`src/rtl/zip_rr_scheduler.sv`:
```
// Packet-granular round-robin scheduler feeding one shared 4:1 sample packer; pads short packets to a GROUP boundary.
// Latency: one IDLE arbitration bubble per packet, then samples pass through combinationally (zero added latency).
// Backpressure: o_tready goes straight to the granted channel's i_tready; pad beats hold o_tdata/o_tlast stable while stalled.
//
// Ports:
//   clk, reset      - clock; asynchronous active-low reset
//   ch_enable       - per-channel arbitration enable, looked at only while IDLE
//   i_tdata/i_tlast/i_tvalid/i_tready - NUM_CH AXI-stream sample sources (channel c in i_tdata[c*WIDTH +: WIDTH])
//   o_tdata/o_tlast/o_tvalid/o_tready - stream to the packer; o_tlast always closes a GROUP-aligned word
//   o_tuser         - channel index of the packet in flight (including its pad beats)
//   busy            - high while a packet (data or pad) is in flight
module zip_rr_scheduler #(
  parameter int WIDTH  = 32,
  parameter int NUM_CH = 2,
  parameter int GROUP  = 4,
  parameter int CHW    = 2
) (
  input  logic                    clk,
  input  logic                    reset,
  input  logic [NUM_CH-1:0]       ch_enable,
  input  logic [NUM_CH*WIDTH-1:0] i_tdata,
  input  logic [NUM_CH-1:0]       i_tlast,
  input  logic [NUM_CH-1:0]       i_tvalid,
  output logic [NUM_CH-1:0]       i_tready,
  output logic [WIDTH-1:0]        o_tdata,
  output logic                    o_tlast,
  output logic                    o_tvalid,
  input  logic                    o_tready,
  output logic [CHW-1:0]          o_tuser,
  output logic                    busy
);

  localparam int            CW       = $clog2(GROUP) + 1;
  localparam logic [CW-1:0] GRP_LAST = CW'(GROUP - 1);
  localparam logic [CW-1:0] CNT_ONE  = CW'(1);

  typedef enum logic [1:0] {
    S_IDLE = 2'd0,
    S_PASS = 2'd1,
    S_PAD  = 2'd2
  } state_t;

  state_t          r_state;
  state_t          w_state_nxt;
  logic [CW-1:0]   r_grp_cnt;
  logic [CW-1:0]   w_grp_nxt;
  logic [CW-1:0]   r_pad_cnt;
  logic [CW-1:0]   w_pad_nxt;
  logic [CHW-1:0]  r_grant;
  logic [CHW-1:0]  w_grant_nxt;
  logic [CHW-1:0]  r_last_grant;
  logic [CHW-1:0]  w_last_nxt;

  logic [NUM_CH-1:0] w_req;
  logic              w_found;
  logic [CHW-1:0]    w_pick;

  logic [WIDTH-1:0]  w_sel_dat;
  logic              w_sel_vld;
  logic              w_sel_last;
  logic              w_xfer;

  assign w_req = i_tvalid & ch_enable;

  // Mux of the granted channel's stream signals.
  always_comb begin
    w_sel_dat  = '0;
    w_sel_vld  = 1'b0;
    w_sel_last = 1'b0;
    for (int c = 0; c < NUM_CH; c++) begin
      if (r_grant == CHW'(c)) begin
        w_sel_dat  = i_tdata[c*WIDTH +: WIDTH];
        w_sel_vld  = i_tvalid[c];
        w_sel_last = i_tlast[c];
      end
    end
  end

  // Round-robin pick: scan offsets 1..NUM_CH from the last grant, so the
  // last granted channel is considered only after every other channel.
  always_comb begin
    w_found = 1'b0;
    w_pick  = r_last_grant;
    for (int off = 1; off <= NUM_CH; off++) begin
      for (int c = 0; c < NUM_CH; c++) begin
        if (!w_found && w_req[c] && (((int'(r_last_grant) + off) % NUM_CH) == c)) begin
          w_found = 1'b1;
          w_pick  = CHW'(c);
        end
      end
    end
  end

  // Next-state and output logic.
  always_comb begin
    w_state_nxt = r_state;
    w_grp_nxt   = r_grp_cnt;
    w_pad_nxt   = r_pad_cnt;
    w_grant_nxt = r_grant;
    w_last_nxt  = r_last_grant;
    o_tdata     = '0;
    o_tvalid    = 1'b0;
    o_tlast     = 1'b0;
    o_tuser     = '0;
    i_tready    = '0;
    busy        = 1'b0;
    w_xfer      = 1'b0;

    unique case (r_state)
      S_IDLE: begin
        if (w_found) begin
          w_grant_nxt = w_pick;
          w_last_nxt  = w_pick;
          w_state_nxt = S_PASS;
        end
      end

      S_PASS: begin
        busy     = 1'b1;
        o_tuser  = r_grant;
        o_tdata  = w_sel_dat;
        o_tvalid = w_sel_vld;
        // tlast is driven from data-side state only, so it stays stable
        // across a stall instead of following o_tready.
        o_tlast  = w_sel_vld && w_sel_last && (r_grp_cnt == GRP_LAST);
        for (int c = 0; c < NUM_CH; c++) begin
          i_tready[c] = (r_grant == CHW'(c)) && o_tready;
        end
        w_xfer = w_sel_vld && o_tready;
        if (w_xfer) begin
          if (w_sel_last) begin
            w_grp_nxt = '0;
            if (r_grp_cnt == GRP_LAST) begin
              w_state_nxt = S_IDLE;
            end else begin
              // Beats still missing to close the current packed word.
              w_pad_nxt   = GRP_LAST - r_grp_cnt;
              w_state_nxt = S_PAD;
            end
          end else begin
            w_grp_nxt = (r_grp_cnt == GRP_LAST) ? '0 : (r_grp_cnt + CNT_ONE);
          end
        end
      end

      S_PAD: begin
        busy     = 1'b1;
        o_tuser  = r_grant;
        o_tvalid = 1'b1;
        o_tlast  = (r_pad_cnt == CNT_ONE);
        w_xfer   = o_tready;
        if (w_xfer) begin
          w_pad_nxt = r_pad_cnt - CNT_ONE;
          if (r_pad_cnt == CNT_ONE) begin
            w_state_nxt = S_IDLE;
          end
        end
      end

      default: begin
        w_state_nxt = S_IDLE;
      end
    endcase
  end

  always_ff @(posedge clk or negedge reset) begin
    if (!reset) begin
      r_state      <= S_IDLE;
      r_grp_cnt    <= '0;
      r_pad_cnt    <= '0;
      r_grant      <= '0;
      r_last_grant <= CHW'(NUM_CH - 1);
    end else begin
      r_state      <= w_state_nxt;
      r_grp_cnt    <= w_grp_nxt;
      r_pad_cnt    <= w_pad_nxt;
      r_grant      <= w_grant_nxt;
      r_last_grant <= w_last_nxt;
    end
  end

endmodule
```
`config.mk`:
```
export PLATFORM = sky130hd
export DESIGN_NAME = zip_rr_scheduler
export DESIGN_NICKNAME = d
export VERILOG_FILES = /design/src/rtl/zip_rr_scheduler.sv
export SDC_FILE = /design/constraint.sdc
export NUM_CORES = 1
export LEC_CHECK = 0
export CORE_MARGIN = 5
export CORE_UTILIZATION = 31
export DETAILED_ROUTE_END_ITERATION = 8
export PLACE_DENSITY = 0.81
export SLEW_MARGIN = 20
export SYNTH_ARGS = -nofsm -noshare
export SYNTH_HDL_FRONTEND = slang
export SYNTH_SLANG_ARGS = --single-unit
```
`constraint.sdc`:
```
create_clock -name clk -period 2.1 [get_ports clk]
set_clock_uncertainty 0.2 [all_clocks]
set_input_delay 0.21 -clock clk [delete_from_list [all_inputs] [get_ports clk]]
set_output_delay 0.21 -clock clk [all_outputs]
set_load 0.01 [all_outputs]
```
# Word-level counts from Yosys, hierarchy flattened
# Cells that the tools add are included.
dict set report totals {
  inputBits 73
  ff_bits 12
  word_cells 85
}
dict set report classes {
  add_sub_neg 5
  bitwise 3
  n_eq_ne 13
  n_mux 34
  n_reduce_logical 25
}
# cell n
set ops {}
lappend ops {{2-to-1 mux 32 bit} 3}
lappend ops {{logical NOT 32 bit} 2}
lappend ops {{2-to-1 mux 2 bit} 12}
lappend ops {{2-to-1 mux 3 bit} 6}
lappend ops {{logical AND 1 bit} 12}
lappend ops {{inequality test 2 bit (second input constant)} 6}
lappend ops {{AND reduction 5 bit} 2}
lappend ops {{2-to-1 mux 1 bit} 9}
lappend ops {{== test 2 bit (second input constant)} 3}
lappend ops {{one-hot mux 2 bit (3 select lines)} 1}
lappend ops {{one-hot mux 3 bit (2 select lines)} 1}
lappend ops {{== test 2 x 1 -> 1 bit (second input constant)} 2}
lappend ops {{logical NOT 2 bit} 2}
lappend ops {{one-hot mux 1 bit (2 select lines)} 2}
lappend ops {{AND reduction 2 bit} 2}
lappend ops {{adder 3 x 1 -> 3 bit (second input constant)} 1}
lappend ops {{== test 3 x 1 -> 1 bit (second input constant)} 1}
lappend ops {{== test 3 x 2 -> 1 bit (second input constant)} 1}
lappend ops {{logical NOT 1 bit} 3}
lappend ops {{subtractor 2 x 3 -> 3 bit (first input constant)} 1}
lappend ops {{subtractor 3 x 1 -> 3 bit (second input constant)} 1}
lappend ops {{adder 1 bit (second input constant)} 2}
lappend ops {{bitwise AND 1 bit (first input constant)} 2}
lappend ops {{bitwise AND 2 bit} 1}
lappend ops {{other kinds (2)} 2}

# Logic depth before layout (Yosys ltp)
# Gate-level depths: netlist of run 1.
dict set report logic_depth {
  depth_word 19
  mapped_depth 6
}

# Least setup slack after synthesis of run 1
# Ideal clock, no wire load.
dict set report synth_path {
  path_kind {flip-flop to flip-flop}
  startpoint {reg r_grant[0]}
  endpoint {reg r_state[0]}
  path_slack_ns 0.355
  arrival_ns 1.420
  t_required_ns 1.775
  setup_time_ns 0.125
  n_path_buf 1
  stages_incl_launch_ff 6
  path_cell_list {dfrtp_1 > buf_2 > nand4b_4 > and3_4 > a221o_2 > mux2_4}
}
dict set report synth_via {
  elab_chain_len 6
  word_cells_on_any_way 10
  classes_between {3 x eq/ne; 4 x mux; 3 x reduce/logical}
}
# item line
set synth_rtl {}
lappend synth_rtl {{from (decl)} 49} ;# logic [CHW-1:0] r_grant;
lappend synth_rtl {{from (signal assigned)} 177} ;# r_grant <= w_grant_nxt;
lappend synth_rtl {{logical NOT 2 bit} 71} ;# if (r_grant == CHW'(c)) begin
lappend synth_rtl {{2-to-1 mux 1 bit (2 in series)} 71}
lappend synth_rtl {{logical AND 1 bit} 129} ;# w_xfer = w_sel_vld && o_tready;
lappend synth_rtl {{inequality test 2 bit (no line)} n/a}
lappend synth_rtl {{AND reduction 5 bit (no line) *} n/a}
lappend synth_rtl {{to (signal assigned)} 174} ;# r_state <= w_state_nxt;
lappend synth_rtl {{to (decl)} 43} ;# state_t r_state;
# Every way passes the cells marked *; elsewhere a longest branch is shown, timed or not.
# A chain may end at the register's enable or synchronous reset.

# Final worst setup path of run 1
# Ends and elaborated chain as after synthesis.

==> impl_results.md, run 1 <==
- Clock Pin Slew Worst Setup and Hold Paths: 0.05 ns
- CP Cell Sequence: buf_4 > buf_12 > nand4b_4 > and3_4 > a221o_2 > mux2_4
- Fin. Hold Viols: 0
- CTS Buffer Depth: 2
- Total gr overflow: 0
- Avg Cell Area, Syn: 8.062 µm²
- Fin Setup TNS: 0 ns
- Combinational share of power: 77.8%
- Pre-Repair DR Iteration Count: 4
- Final nets: 353
- Leakage Power: 1.190 nW
- Global-route wire length before repair: 7272 µm
- Hold Crit Class: in -> async
- Core area: 0.003744 mm²
- Fin util: 68.05%
- Number of buffers created by CTS: 3
- Tot GR Track Use: 17.57%
- Pwr Density: 1102 mW/mm²
- Vias/cell: 4.841
- Vias in the first global route: 1579
- Tcrit/Tclk final: 98.38%
- Via Count: 1554
- Top Family by Delay on Critical Path: flip-flops
- Antenna Nets Post-Route: 0
- NetSw: 1.192 mW
- Sequential share of the synthesized area: 20.66%
- Initial antenna violation count: 0
- Final setup viols: 0
- Synth unique cells: 38
- CTS tree: done
- CTS H-tree lvls: 1
- Die area: 0.005280 mm²
- Root buffer cell: clkbuf_8
- Gp weighted congestion: 0.8135
- Total power: 2.806 mW
- IO buf count: 110
- Critical Path Start Type: register
- Pin count of the biggest net entering global routing: 35
- Latest clock arrival within the worst-skew pair: 0.24 ns
- Final Critical Period: 2.066 ns
- Max incr delay on CP: 0.42 ns
- Cell Area, Synth: 0.001217 mm²
- Die Wd: 72.67 µm
- Commonest non-fill, non-tap cell in the layout: clkdlybuf4s50_1
- #FFs+latches synth: 10
- Synth Flop Type: dfrtp_1
- Initial Util: 32.52%
- Int Power: 1.614 mW
- WL final: 4926 µm
- CP Data Required Time: 2.03 ns
- Seq pwr share: 13.2%
- Synth warn: 0
- Slowest CP cell: dfrtp_2
- Starting DRT DRC Count: 50
- Syn Nets: 230
- Highest clock rate: 484.0 MHz
- WL/cell: 15.35 µm
- Sw Share: 42.47%
- DRC: 0
- Crit path kind: reg -> reg
- Cells after Synth: 151
- Clock sink total: 10
- Die height: 72.67 µm
- Critical path fanouts, max: 14
- Layout cell share with drive strength beyond 1: 14.65%
- CP Capture Type: register
- # diodes: 0
- Clk pwr share: 9.0%
- CP Buf/Inv Count: 2
- Final Hold Slack: 0.09972 ns
- I/O Pins: 112
- DP HPWL: 3950 µm
- Final Slew Violations: 0
- # hold bufs at CTS: 0
- Rows: 22
- Post-synth ARST share: 100.0%
- Max rail drop VDD: 416.8 µV
- Layout area overhead: 109.2%
- Status: complete, no violations
- Max_cap viols: 0
- Post-synth EDFFs: 0
- Worst EP arrival: 2.00 ns
- Commonest non-fill, non-tap cells in the layout: 73 x clkdlybuf4s50_1, 36 x mux2i_1, 36 x nor2_1, 31 x dlygate4sd2_1, 14 x buf_4
[path summary, 6_finish.rpt]
kind                            startpoint              end  slack, ns  depth (start not counted)
min reg2reg                r_last_grant[0]  r_last_grant[0]       0.34                          1
max in group asynchronous            reset       r_grant[0]       1.24                          1
min                                  reset       r_state[0]        0.1                          1
max reg2reg                     r_grant[0]       r_state[0]       0.03                          6
max                             r_grant[0]       r_state[0]       0.03                          6
min in group clk           r_last_grant[0]  r_last_grant[0]       0.34                          1
[registers in the layout, indices dropped and copies added, names as in the netlist]
| register | cells |
|---|---|
| r_grp_cnt | 3 |
| r_state | 2 |
| r_last_grant | 1 |
| r_pad_cnt | 3 |
| r_grant | 1 |
[power groups by stage]
stage / Combinational, mW / Clock (mW) / Sequential, mW
after floorplan: 1.19 / 0 / 0.332
after global placement: 2.17 / 0 / 0.366
after detailed placement: 2.20 / 0 / 0.372
after CTS: 2.11 / 0.254 / 0.360
after global routing: 2.37 / 0.256 / 0.379
final: 2.18 / 0.251 / 0.371
[cell usage after synthesis, types with 3 or more instances]
cell type,instances,area (µm²)
dfrtp_1,9,225.2
ha_1,6,75.07
nand3b_1,3,22.52
mux2i_1,36,360.4
clkbuf_1,3,11.26
o21ai_1,4,20.02
o21ai_0,4,20.02
inv_1,6,22.52
nor2_1,36,135.1
buf_2,5,25.02
nand2_1,7,26.28
[per-stage QoR]
| step | instances | setup WS [ns] | area [µm²] |
|---|---|---|---|
| 6_report | 321 | 0.03404 | 2547 |
| 5_1_grt | 321 | -0.01983 | 2547 |
| 4_1_cts | 319 | 0.006382 | 2506 |
| 3_5_place_dp | 314 | -0.1924 | 2466 |
| 3_3_place_gp | 314 | -0.1303 | 2466 |
| 2_1_floorplan | 151 | 0.3550 | 1217 |
[layer usage]
metal,share of wire (%),global-route usage (%),vias to the layer above
li1,-,-,771
met1,36,16.25,705
met2,52,34.87,70
met3,10,6.061,8
met4,2.1,6.148,0
met5,0,0,-
[kinds of logic after synthesis]
family | after synthesis | share of synthesized area (%)
buf+inv | 16 | 5.755
other cells | 1 | 0.3080
flops | 10 | 20.66
compound gates | 20 | 10.89
fa+ha+maj | 6 | 6.166
mux | 39 | 32.68
simple gates | 59 | 23.54
[area by class of cell]
class	count	area, µm²
Clock buffer	4	55.05
Fill cell	329	1196
Tap cell	48	60.06
Sequential cell	10	252.7
Multi-Input combinational cell	125	933.4
Inverter	7	26.28
Timing Repair Buffer	127	1220
[worst reg2reg max path, delay by kind of cell (launching register included)]
family,cells,cell delay [ns]
simple gates,2,0.38
mux,1,0.30
buf+inv,2,0.33
flops,1,0.42
compound gates,1,0.33
[repair_timing]
action,in CTS,in global routing
setup endpoints to repair,36,35
buffers inserted,1,1
pin swaps,0,0
gates cloned,0,1
resized for setup,42,13
Note: power is estimated with default switching activity, not from simulation.
==> run 2: changes to the inputs <==
--- a/config.mk
+++ b/config.mk
@@ -10,2 +10,3 @@
 export DETAILED_ROUTE_END_ITERATION = 8
+export GPL_TIMING_DRIVEN = 0
 export PLACE_DENSITY = 0.81
--- a/constraint.sdc
+++ b/constraint.sdc
@@ -4,2 +4,2 @@
 set_output_delay 0.21 -clock clk [all_outputs]
-set_load 0.01 [all_outputs]
+set_load 0.02 [all_outputs]
==> impl_results.md, run 2 (synthesis gave the netlist of run 1 again) <==
- Pre-Repair DR Iteration Count: 4 (unchanged)
- Final Cell Area: 0.002466 mm² (was 0.002547 mm²)
- Fin cells: 313 (was 321)
- Reg2reg end: r_state[0] (unchanged)
- Crit path kind: reg -> out (was reg -> reg)
- Commonest non-fill, non-tap cell in the layout: clkdlybuf4s50_1 (unchanged)
- # diodes: 0 (unchanged)
- IO buf count: 110 (unchanged)
- RSZ-0062 raised after global routing: yes
- Max incr delay on CP: 0.35 ns (was 0.42 ns)
- Final Slew Violations: 0 (unchanged)
- Final setup viols: 1 (was 0)
- Starting DRT DRC Count: 39 (was 50)
- Slew margin rel.: 66.40%
- Gp weighted congestion: 0.8059 (was 0.8135)
- Final nets: 345 (was 353)
- Reg2Reg Setup Slack: 0.27 ns (was 0.03 ns)
- Fin. Hold Viols: 0 (unchanged)
- Number of post-CTS setup repair buffers: 0 (was 1)
- Layout area overhead: 102.6% (was 109.2%)
- Commonest non-fill, non-tap cells in the layout: 71 x clkdlybuf4s50_1, 36 x mux2i_1, 36 x nor2_1, 20 x clkdlybuf4s15_2, 10 x buf_2 (was 73 x clkdlybuf4s50_1, 36 x mux2i_1, 36 x nor2_1, 31 x dlygate4sd2_1, 14 x buf_4)
- Placed cells: 309 (was 314)
- Vias in the first global route: 1573 (was 1579)
- Hold Crit Class: in -> async (unchanged)
- Highest clock rate: 473.8 MHz (was 484.0 MHz)
- Max rail drop VDD: 610.4 µV (was 416.8 µV)
- Clock Pin Slew Worst Setup and Hold Paths: 0.05 ns (about the same)
- Initial Util: 32.52% (unchanged)
- Status: finished, violations left (was complete, no violations)
- Worst EP arrival: 1.70 ns (was 2.00 ns)
- Total gr overflow: 0 (unchanged)
- CP Cell Sequence: buf_2 > mux2_1 > nand2_1 > nor3_2 > o21a_1 > clkdlybuf4s15_2 (was buf_4 > buf_12 > nand4b_4 > and3_4 > a221o_2 > mux2_4)
- Via Count: 1519 (was 1554)
- Failing checks: negative setup slack
- Global-route wire length before repair: 7203 µm (was 7272 µm)
- Root buffer cell: clkbuf_8 (unchanged)
- Initial antenna violation count: 0 (unchanged)
- Number of buffers created by CTS: 3 (unchanged)
- Layout cell share with drive strength beyond 1: 22.26% (was 14.65%)
- Vias/cell: 4.853 (was 4.841)
- Max_cap viols: 0 (unchanged)
- Post-place setup slack: -0.3990 ns (was -0.1924 ns)
- Origin of the critical flop-to-flop path: r_state[0] (was r_grant[0])
- Clock sink total: 10 (unchanged)
- CP Buf/Inv Count: 2 (unchanged)
- Final WS setup: -0.01067 ns (was 0.03404 ns)
- Tot GR Track Use: 16.98% (was 17.57%)
- Top Family by Delay on Critical Path: buffers and inverters (was flip-flops)
- Pin count of the biggest net entering global routing: 11 (was 35)
- Final Critical Period: 2.111 ns (was 2.066 ns)
- DP HPWL: 3920 µm (was 3950 µm)
- CP Data Required Time: 1.69 ns (was 2.03 ns)
- WL final: 4689 µm (was 4926 µm)
- Slowest CP cell: dfrtp_1 (was dfrtp_2)
- CTS tree: done (unchanged)
- CTS Buffer Depth: 2 (unchanged)
- Top Registers: r_grp_cnt (3), r_pad_cnt (3), r_state (2) (unchanged)
- DRC: 0 (unchanged)
- Latest clock arrival within the worst-skew pair: 0.24 ns (about the same)
- WL/cell: 14.98 µm (was 15.35 µm)
- Fin util: 65.88% (was 68.05%)
- Rows: 22 (unchanged)
- Pwr Density: 1154 mW/mm² (was 1102 mW/mm²)
- Antenna Nets Post-Route: 0 (unchanged)
- I/O Pins: 112 (unchanged)
- Least-Margin Pin Slew: 0.5025 ns
- Die area: 0.005280 mm² (unchanged)
- Tcrit/Tclk final: 100.5% (was 98.38%)
- Critical path fanouts, max: 5 (was 14)
- Critical Path Start Type: register (unchanged)
- CP Capture Type: output pin (was register)
- Leakage Power: 1.055 nW (was 1.190 nW)
- Die height: 72.67 µm (unchanged)
- CTS H-tree lvls: 1 (unchanged)
- Core area: 0.003744 mm² (unchanged)
- # hold bufs at CTS: 0 (unchanged)
- R2R depth: 4 (was 6)
- Die Wd: 72.67 µm (unchanged)
- Area post-placement: 0.002379 mm² (was 0.002466 mm²)
-- run 2: cell count changes in the layout (fill, tap and decap cells not counted), sizes merged --
cell,previous run,this run
dlygate4sd2,31,4
clkbuf,8,7
buf,16,19
clkdlybuf4s15,2,21
inv,6,7
clkdlybuf4s50,73,71
clkinv,1,0
-- run 2: routing by layer --
| metal | part of all wire (%) | wire, µm | vias to the layer above | track usage, % |
|---|---|---|---|---|
| li1 | - | - | 752 | - |
| met1 | 36 | 1665 | 696 | 16.94 |
| met2 | 53 | 2488 | 65 | 32.57 |
| met3 | 10 | 470 | 6 | 6.198 |
| met4 | 1.4 | 65 | 0 | 4.713 |
| met5 | 0 | 0 | - | 0 |
-- run 2: power by group --
part / total, mW / switching, mW / internal, mW
clock: 0.244 / 0.0789 / 0.165
sequential: 0.361 / 0.0762 / 0.285
combinational: 2.24 / 1.19 / 1.05
total: 2.85 / 1.34 / 1.50
-- run 2: how the worst max path moves through the flow --
stage               startpoint  depth (start not counted)           to
floorplan           r_state[1]                          5   o_tdata[0]
global placement    r_state[1]                          6  o_tdata[13]
detailed placement  r_state[1]                          6  o_tdata[28]
CTS                 r_state[0]                          6      o_tlast
global route        r_grant[0]                          5      o_tlast
finish              r_grant[0]                          6      o_tlast
-- run 2: metrics by stage --
stage / hold WS, ns / TNS, ns / power, mW
after CTS: 0.1218 / -0.01876 / 2.863
after floorplan: -0.2856 / 0 / 1.731
final: 0.1123 / -0.01067 / 2.846
after global routing: 0.1613 / -0.08810 / 3.036
after detailed placement: 0.3338 / -12.08 / 2.614
after global placement: 0.3193 / -10.87 / 2.590
-- run 2: layout make-up --
type	count	area (µm²)
inverter	7	28.78
fill	352	1277
tap	48	60.06
timing repair buffer	110	1064
clock buffer	4	55.05
multi-input combinational	125	930.9
sequential	10	251.5
buffer	9	76.32
-- run 2: what timing repair did --
item                                    4_1_cts  5_1_grt
gates resized for setup                     115       29
endpoints found under the setup margin       37       36
gates cloned                                  0        0
==> run 3: changes to the inputs <==
- HOLD_SLACK_MARGIN: unset -> 0.08
==> results of run 3 <==
Final layout, timing and power as in run 2 (identical DEF).
